`config.mk`:
```
export PLATFORM = sky130hd
export DESIGN_NAME = serial_word_assembler
export DESIGN_NICKNAME = d
export VERILOG_FILES = /design/src/rtl/serial_word_assembler.sv
export SDC_FILE = /design/constraint.sdc
export NUM_CORES = 1
export LEC_CHECK = 0
export ABC_AREA = 1
export CORE_ASPECT_RATIO = 1.2
export CORE_MARGIN = 3
export CORE_UTILIZATION = 45
export DETAILED_ROUTE_END_ITERATION = 12
export PLACE_DENSITY = 0.73
export REMOVE_ABC_BUFFERS = 1
export SKIP_CTS_REPAIR_TIMING = 1
export SYNTH_ARGS = -nofsm -noshare
export SYNTH_HDL_FRONTEND = slang
export SYNTH_SLANG_ARGS = --single-unit
```
`constraint.sdc`:
```
create_clock -name clk -period 1.13 [get_ports clk]
set_input_delay 0.2825 -clock clk [delete_from_list [all_inputs] [get_ports clk]]
set_output_delay 0.2825 -clock clk [all_outputs]
set_load 0.02 [all_outputs]
```
`src/rtl/serial_word_assembler.sv`:
```
// serial_word_assembler
// Assembles a serially delivered word (MSB- or LSB-first), optionally checks
// a trailing even/odd parity bit, and presents good words on load_value with a
// one-cycle load strobe. Frames with bad parity are dropped and flagged on
// parity_err instead of being loaded.
module serial_word_assembler #(
    parameter int    WIDTH     = 8,
    parameter string BIT_ORDER = "MSB_FIRST",
    parameter string PARITY    = "NONE"
) (
    input  logic             clk,
    input  logic             rst,
    input  logic             start,
    input  logic             sin,
    input  logic             sin_valid,
    output logic             load,
    output logic [WIDTH-1:0] load_value,
    output logic             parity_err,
    output logic             busy
);

    localparam int CW         = $clog2(WIDTH + 1);
    localparam bit LSB_FIRST  = (BIT_ORDER == "LSB_FIRST");
    localparam bit HAS_PARITY = (PARITY != "NONE");
    localparam bit ODD_PARITY = (PARITY == "ODD");

    typedef enum logic [1:0] {
        ST_IDLE,
        ST_SHIFT,
        ST_PARITY
    } state_t;

    state_t           state, state_nxt;
    logic [CW-1:0]    bit_cnt, bit_cnt_nxt;
    logic [WIDTH-1:0] shbuf, shbuf_nxt;
    logic [WIDTH-1:0] shifted;
    logic [WIDTH-1:0] value_nxt;
    logic             load_nxt;
    logic             perr_nxt;

    assign busy = (state != ST_IDLE);

    // Buffer contents after capturing sin in the configured bit order
    always_comb begin
        if (LSB_FIRST) begin
            shifted = {sin, shbuf[WIDTH-1:1]};
        end else begin
            shifted = {shbuf[WIDTH-2:0], sin};
        end
    end

    // Next-state, datapath and strobe decode
    always_comb begin
        state_nxt   = state;
        bit_cnt_nxt = bit_cnt;
        shbuf_nxt   = shbuf;
        value_nxt   = load_value;
        load_nxt    = 1'b0;
        perr_nxt    = 1'b0;
        case (state)
            ST_IDLE: begin
                if (start) begin
                    state_nxt   = ST_SHIFT;
                    bit_cnt_nxt = '0;
                end
            end
            ST_SHIFT: begin
                if (sin_valid) begin
                    shbuf_nxt   = shifted;
                    bit_cnt_nxt = bit_cnt + CW'(1);
                    if (bit_cnt == CW'(WIDTH - 1)) begin
                        if (HAS_PARITY) begin
                            state_nxt = ST_PARITY;
                        end else begin
                            state_nxt = ST_IDLE;
                            load_nxt  = 1'b1;
                            value_nxt = shifted;
                        end
                    end
                end
            end
            ST_PARITY: begin
                if (sin_valid) begin
                    state_nxt = ST_IDLE;
                    if (((^shbuf) ^ sin) == ODD_PARITY) begin
                        load_nxt  = 1'b1;
                        value_nxt = shbuf;
                    end else begin
                        perr_nxt = 1'b1;
                    end
                end
            end
            default: begin
                state_nxt = ST_IDLE;
            end
        endcase
    end

    // State, datapath and registered output strobes
    always_ff @(posedge clk or posedge rst) begin
        if (rst) begin
            state      <= ST_IDLE;
            bit_cnt    <= '0;
            shbuf      <= '0;
            load_value <= '0;
            load       <= 1'b0;
            parity_err <= 1'b0;
        end else begin
            state      <= state_nxt;
            bit_cnt    <= bit_cnt_nxt;
            shbuf      <= shbuf_nxt;
            load_value <= value_nxt;
            load       <= load_nxt;
            parity_err <= perr_nxt;
        end
    end

endmodule
```
# [Word level (Yosys, flattened, before mapping)]
# Cells that the tools add are included.
[classes] bitwise=1 n_reduce_logical=9 n_eq_ne=8 muxes=21 addsub=1
[op_table] op="8-bit 2-to-1 mux" n=4
[op_table] op="8-bit case mux with 2 select lines" n=1
[op_table] op="2-bit != test (second input constant)" n=5
[op_table] op="2-bit 2-to-1 mux" n=4
[op_table] op="4-bit 2-to-1 mux" n=2
[op_table] op="4-bit case mux with 2 select lines" n=1
[op_table] op="8-bit parity" n=1
[op_table] op="1-bit 2-to-1 mux" n=7
[op_table] op="2-bit case mux with 3 select lines" n=1
[op_table] op="2-bit nonzero test" n=3
[op_table] op="5-bit AND reduction" n=1
[op_table] op="4-bit by 1-bit adder with 4-bit output (second input constant)" n=1
[op_table] op="4-bit by 3-bit == test with 1-bit output (second input constant)" n=1
[op_table] op="4-bit AND reduction" n=1
[op_table] op="3-bit AND reduction" n=1
[op_table] op="2-bit by 1-bit == test with 1-bit output (second input constant)" n=1
[op_table] op="2-bit == test (second input constant)" n=1
[op_table] op="2-bit logical NOT" n=1
[op_table] op="1-bit case mux with 2 select lines" n=1
[op_table] op="2-bit AND reduction" n=1
[op_table] op="1-bit bitwise XOR" n=1
[word_totals] register_bits=24 word_cells=46 out_inout_bits=11 in_bits=5

# [Depth between registers and ports, before layout]
[depth] depth_word=5 mapped_depth=7 depth_no_buf=7

# [Least setup slack after synthesis]
# Ideal clock, no wire load.
[synth_timing] kind="flip-flop to flip-flop" from="register state[0]" to="register load_value[6]" synth_period_minus_slack_ps=1180 path_buffers=1 setup_ps=117 t_required_ps=1013 path_stages_with_launch=7 t_arrival_ps=1063 slack_ps=-50 path_cell_list="dfrtp_1 -> nand2_4 -> nor2_4 -> nand2_4 -> buf_6 -> nand2_2 -> o21ai_2"
[synth_via] elab_chain_cells=3 elab_cells_between_ends=9 classes_between="eq/ne: 6; mux: 1; reduce/logical: 2"
[synth_rtl] element="start, declared" line="33" source="state_t state, state_nxt;"
[synth_rtl] element="start signal, assigned" line="109" source="state <= state_nxt;"
[synth_rtl] element="2-bit == test / 2-bit by 1-bit == test with 1-bit output (equally long branches)" line="60" source="case (state)"
[synth_rtl] element="2-bit != test (no line) / 2-bit nonzero test (equally long branches)"
[synth_rtl] element="5-bit AND reduction (no line)"
[synth_rtl] element="end signal, assigned" line="112" source="load_value <= value_nxt;"
[synth_rtl] element="end, declared" line="17" source="output logic [WIDTH-1:0] load_value,"
# Several ways; a longest one is shown, not always the timed one.
# A chain may end at the register's enable or synchronous reset.

# [Worst setup path after layout]
[layout_timing] from="register bit_cnt[1]" to="register load_value[5]"
[layout_via] elab_chain_cells=3
[layout_rtl] element="start, declared" line="34" source="logic [CW-1:0] bit_cnt, bit_cnt_nxt;"
[layout_rtl] element="start signal, assigned" line="110" source="bit_cnt <= bit_cnt_nxt;"
[layout_rtl] element="4-bit by 3-bit == test with 1-bit output" line="71" source="if (bit_cnt == CW'(WIDTH - 1)) begin"
[layout_rtl] element="2-bit != test (no line)"
[layout_rtl] element="5-bit AND reduction (no line)"
# Every way passes these cells.

==> summary.md <==
| Metric | Value |
|---|---|
| Worst-path clk slew | 0.11 ns |
| First-pass GRT wire length | 2770 um |
| Die Wd | 46.7 um |
| Switch share | 36.9% |
| Setup Skew | 0.00691 ns |
| Setup violators final | 6 |
| CORE AREA | 0.00187 mm2 |
| Setup Slack @ Placement | -0.276 ns |
| Antenna viol nets, final | 0 |
| Worst hold path type | in -> async |
| Initial Utilization | 47.9% |
| Mapped Cells | 93 |
| Final hold vios | 0 |
| Inst Count DP | 134 |
| Placement Cell Area | 0.00113 mm2 |
| Max_cap viols | 0 |
| Avg WL per Cell | 12.7 um |
| Drt total wl | 1880 um |
| Worst reg2reg setup slack | -0.02 ns |
| Worst R2R Start | bit_cnt[1] |
| Peak Freq | 0.871 GHz |
| Critical path class | reg -> reg |
| Failing checks | negative setup slack |
| Chip height | 54.9 um |
| Multi-input combinational cell area | 328 um2 |
| Top sig layer | met3 |
| Post-synth top area share | 58.7% |
| NetSw | 1.11 mW |
| DRT iter0 DRCs | 10 |
| Cell area power density | 2300 mW/mm2 |
| Drt drc | 0 |
| Area grow syn2layout | 45.4% |
| Full die area | 0.00256 mm2 |
| H-tree levels | 1 |
| Synth Register Bits | 21 |
| RSZ-0062 raised after global routing | yes |
| Layout cells sized above 1 | 42.6% |
| Hold_ws | 0.304 ns |
| Synth unique cells | 16 |
| Crit-path max FO | 7 |
| Crit end category | register |
| Drt pass-1 iters | 4 |
| Maximum vdd drop | 1.18 mV |
| Clock network power share | 11.5% |
| Avg Inst Size Synth | 9.63 um2 |
| Total grt overflow | 0 |
| PnR Total Power | 3.00 mW |
| GRT Overall Usage | 14.9% |
| Final net count | 136 |
| Critical path required time | 1.33 ns |
| Filler cells | 154 |
| Status | finished with violations |
| Wl on met1 | 769 um |
| Post-layout util | 69.6% |
| Worst Setup SP | bit_cnt[1] |
| Post-layout min period | 1.15 ns |
| Met3 wire length | 93 um |
| Max clock buf depth | 2 |
| Crit Reg-Reg Endpoint | load_value[5] |
| CTS tree | done |
| Cell internal pwr | 1.89 mW |
| CP startpoint kind | register |
| Number of port buffers | 14 |
| Placed wire-length estimate | 1140 um |
| Initial antenna violation count | 0 |
| Gp weighted congestion | 0.772 |
| Yosys Warn Count | 0 |
| DR WL met2 | 1020 um |
| Post-Syn Area | 896 um2 |
| PnR worst setup slack | -0.0184 ns |
| Post-layout instance area | 0.00130 mm2 |
| Top cells by area, synth | dfrtp_1, nand2_1, o21ai_2 |
| Diode count | 0 |
| Seq/Total Area, Yosys | 58.7% |
| Non-Filler Instances | 148 |
| Pin count of the biggest net entering global routing | 22 |
| Root Buffer | clkbuf_4 |
| Num CTS Buffers | 3 |
| Pleak | 0.678 nW |
| Worst R2R Path Depth | 7 |
| I/O pin count | 16 |
| Fin crit share | 102% |
| Count of final max-slew check failures | 0 |
| Vias per std cell | 4.89 |
| Setup_tns | -0.0475 ns |
| # rows | 17 |
| Synth area leader | dfrtp_1 |
| Sequential Area | 526 um2 |
| Vias post-DR | 724 |
| Clk_lat worst skew | 0.29 ns |
| Comb power frac | 47.0% |
| Worst path arrival time | 1.34 ns |
| Vias in the first global route | 702 |
| Clock sinks | 21 |
| Sequential power share | 41.5% |
==> cells by family after synthesis <==
logic type / count (synthesis) / share of synthesized area, %
other: 1 / 0.419
AO/OA/AOI/OAI: 17 / 12.4
adder cells (fa/ha/maj): 1 / 1.40
flip-flops: 21 / 58.7
AND/OR/NAND/NOR: 37 / 19.0
buffers and inverters: 16 / 8.10
==> worst max path at each step <==
stage / end / cells past startpoint
floorplan: load_value[1] / 5
global placement: load_value[7] / 7
detailed placement: load_value[7] / 7
CTS: load_value[5] / 1
global route: load_value[5] / 7
finish: load_value[5] / 7
==> layout make-up <==
type	instances	area share [%]
Clock buffer	4	2.02
Tap cell	19	1.83
Timing Repair Buffer	35	26.9
Inverter	13	3.75
Sequential cell	21	40.3
Multi-Input combinational cell	56	25.2
==> cells in the final DEF, fill, tap and decap left out, drive strengths merged <==
master,Yosys,routed
buf,3,30
dfrtp,21,21
clkbuf,0,5
nand3,3,3
clkdlybuf4s50,0,4
o21ai,15,15
inv,13,13
conb,1,1
nand2,26,26
nor2,8,8
a21oi,2,2
ha,1,1
==> critical path, cell delays in order, from the launching register on <==
cell,delay [ns]
dfrtp_1,0.37
ha_2,0.19
nand2_2,0.06
inv_2,0.08
nand2_4,0.09
buf_12,0.16
nand2_2,0.05
o21ai_2,0.05
==> power by group through the flow <==
stage	Clock [mW]	Sequential (mW)	Combinational, mW
final	0.344	1.24	1.41
after global routing	0.384	1.29	1.56
after CTS	0.351	1.21	1.20
after detailed placement	0	1.22	1.19
after global placement	0	1.20	1.15
after floorplan	0	1.35	0.499
==> registers in the layout, summed over array words and instances (netlist names) <==
register and flops:
bit_cnt 4, load_value 8, load 1, shbuf 7
state 1
==> layer usage <==
metal	GRT usage [%]	vias up
met4	1.38	0
met5	0	-
met1	17.2	354
li1	-	356
met2	28.9	14
met3	2.96	0
==> synthesized netlist by cell type, drive strengths merged <==
master	n
conb	1
inv	13
a21oi	2
o21ai	15
dfrtp	21
ha	1
nor2	8
nand2	26
buf	3
nand3	3
Power figures use the tool's default switching activity.
==> variant: new RTL, same settings <==
Put one more register stage on the output `load_value`, without a reset. The value now appears one clock later. The other outputs are not delayed to match.
--- a/src/rtl/serial_word_assembler.sv
+++ b/src/rtl/serial_word_assembler.sv
@@ -32,2 +32,4 @@
 
+    logic [WIDTH-1:0] load_value_s0;
+
     state_t           state, state_nxt;
@@ -56,3 +58,3 @@
         shbuf_nxt   = shbuf;
-        value_nxt   = load_value;
+        value_nxt   = load_value_s0;
         load_nxt    = 1'b0;
@@ -104,3 +106,3 @@
             shbuf      <= '0;
-            load_value <= '0;
+            load_value_s0 <= '0;
             load       <= 1'b0;
@@ -111,3 +113,3 @@
             shbuf      <= shbuf_nxt;
-            load_value <= value_nxt;
+            load_value_s0 <= value_nxt;
             load       <= load_nxt;
@@ -117,2 +119,6 @@
 
+    always_ff @(posedge clk) begin
+        load_value <= load_value_s0;
+    end
+
 endmodule
Function: changed (a bounded check fails within 10 cycles, from zero or initial values and one cycle with rst high).
==> variant against the original RTL <==
The run still ends with setup timing left. Sequential cell count grew 8. Final cell count is 11% higher. Clock power is 100% higher. Design area up 6.2%. Hold slack worse by 0.045 ns. Total power increased by 25%. Sequential share of layout area up 9.3 points. Synthesized area up 15%. Clock skew down 0.0038 ns. Wire length increased by 8.0%. Worst setup slack got worse by 0.068 ns. Register-to-register slack worse by 0.04 ns.
==> variant: results (changes against the original RTL) <==
slowest CP cell=clkdlybuf4s50_1; Post-Syn Area per Cell=9.93 um^2 (+3.0%); Setup Viol. Count Final=13 (+7); Port Buffers=14 (unchanged); status=complete, but fails checks; Synth Flop Type=dfrtp_1; worst hold slack=0.260 ns (-0.0445 ns); clk buf depth=2 (unchanged); Lkg Pwr=0.688 nW (+1.4%); total negative slack=-0.490 ns (-0.443 ns); Final #Nets=139 (+2.2%); root buf cell=clkbuf_4; worst skew pair latency=0.32 ns (+0.03 ns); CP max stage delay=0.52 ns (+0.15 ns); r2r setup slk=-0.06 ns (-0.04 ns); Vias/cell=4.79 (-2.0%); initial antenna violation count=0 (unchanged); Place WS=-0.450 ns (-0.174 ns); Critical Path RT=1.40 ns (+0.07 ns); Total Routing Usage GR=15.2% (+0.30 points); clock slew at reported path FFs=0.09 ns (-0.02 ns); Cell variety after synth=17 (+1); post-DR wirelength/cell=12.4 um (-2.5%); Crit Path Max Fanout=5 (-2); TritonRoute pass-1 iters=4 (unchanged); final setup margin=-0.0868 ns (-0.0685 ns); YS warnings=0 (unchanged); H-tree levels=2 (+1); vias in the first global route=700 (-0.28%); layout cells sized above 1=29.9% (-13 points); HPWL after DPL=1250 um (+10%); Hold Path Class=in -> async; routability cong.=0.731 (-5.4%); first-pass GRT wire length=3110 um (+12%); TritonCTS Buffers=5 (+2); dpl cells=153 (+14%); placed cell area=1260 um^2 (+11%); sequential element share of the synthesized area=66.4% (+7.8 points); largest net degree at the start of global routing=22 (unchanged); top flop regs=load_value (8), load_value_s0 (8), shbuf (7); commonest cells in the netlist=31 x nand2_1, 21 x dfrtp_1, 11 x nand3_1; n_diodes=0 (unchanged); Post-synth ARST share=72.4% (-28 points); drt initial violations=30 (+20); failing checks=setup timing; Worst Clk Skew=0.00314 ns (-0.00377 ns); Post-Layout Cell Count=164 (+11%); maximum VDD drop=1.44 mV (+23%); Area contributors post-synth=dfrtp_1 51%, dfxtp_1 16%, nand2_1 11%, nand3_1 5.3%, o21ai_0 3.9%
[variant: cell types whose count changed after synthesis, sizes merged, moves of 3 or more]
cell / unedited run / this run
nand3: 3 / 11
inv: 13 / 10
o21ai: 15 / 8
dfxtp: 0 / 8
nor2: 8 / 5
nand2: 26 / 32
[variant: layout make-up]
cell class / instances / area (um^2)
Sequential cell: 29 / 687
Clock inverter: 1 / 5.00
Fill cell: 175 / 733
Timing Repair inverter: 1 / 7.51
Clock buffer: 7 / 65.1
Multi-Input combinational cell: 64 / 354
Tap cell: 30 / 37.5
Timing Repair Buffer: 21 / 183
Inverter: 11 / 45.0
[variant: final timing paths]
kind                                   from          endpoint  depth (start not counted)
max                               sin_valid  load_value_s0[4]                          6
min                                     rst  load_value_s0[5]                          3
max reg2reg                        state[0]  load_value_s0[4]                          6
min reg2reg                load_value_s0[0]     load_value[0]                          0
max in group asynchronous               rst        bit_cnt[2]                          3
min in group clk           load_value_s0[0]     load_value[0]                          0
[variant: where the power goes]
group / switching (mW) / internal [mW] / leakage, nW
registers: 0.276 / 1.47 / 0.331
clock network: 0.344 / 0.360 / 0.0413
logic: 0.795 / 0.509 / 0.316
total: 1.42 / 2.33 / 0.688
[variant: worst max-delay path: cells and delay by family]
family        cells  cell delay, ns
simple gates      4            0.55
buf+inv           2            0.65
[variant: logic make-up after synthesis]
| kind of cell | synth area share, % |
|---|---|
| AND/OR/NAND/NOR | 20.6 |
| flip-flops | 66.4 |
| buffers and inverters | 5.82 |
| AO/OA/AOI/OAI | 5.58 |
| adder cells (fa/ha/maj) | 1.21 |
| other | 0.363 |
[variant: routing by layer]
metal | GRT usage, % | wire length [um]
met3 | 8.35 | 154
met5 | 0 | 0
met4 | 8.30 | 39
met1 | 17.8 | 817
met2 | 22.3 | 1020
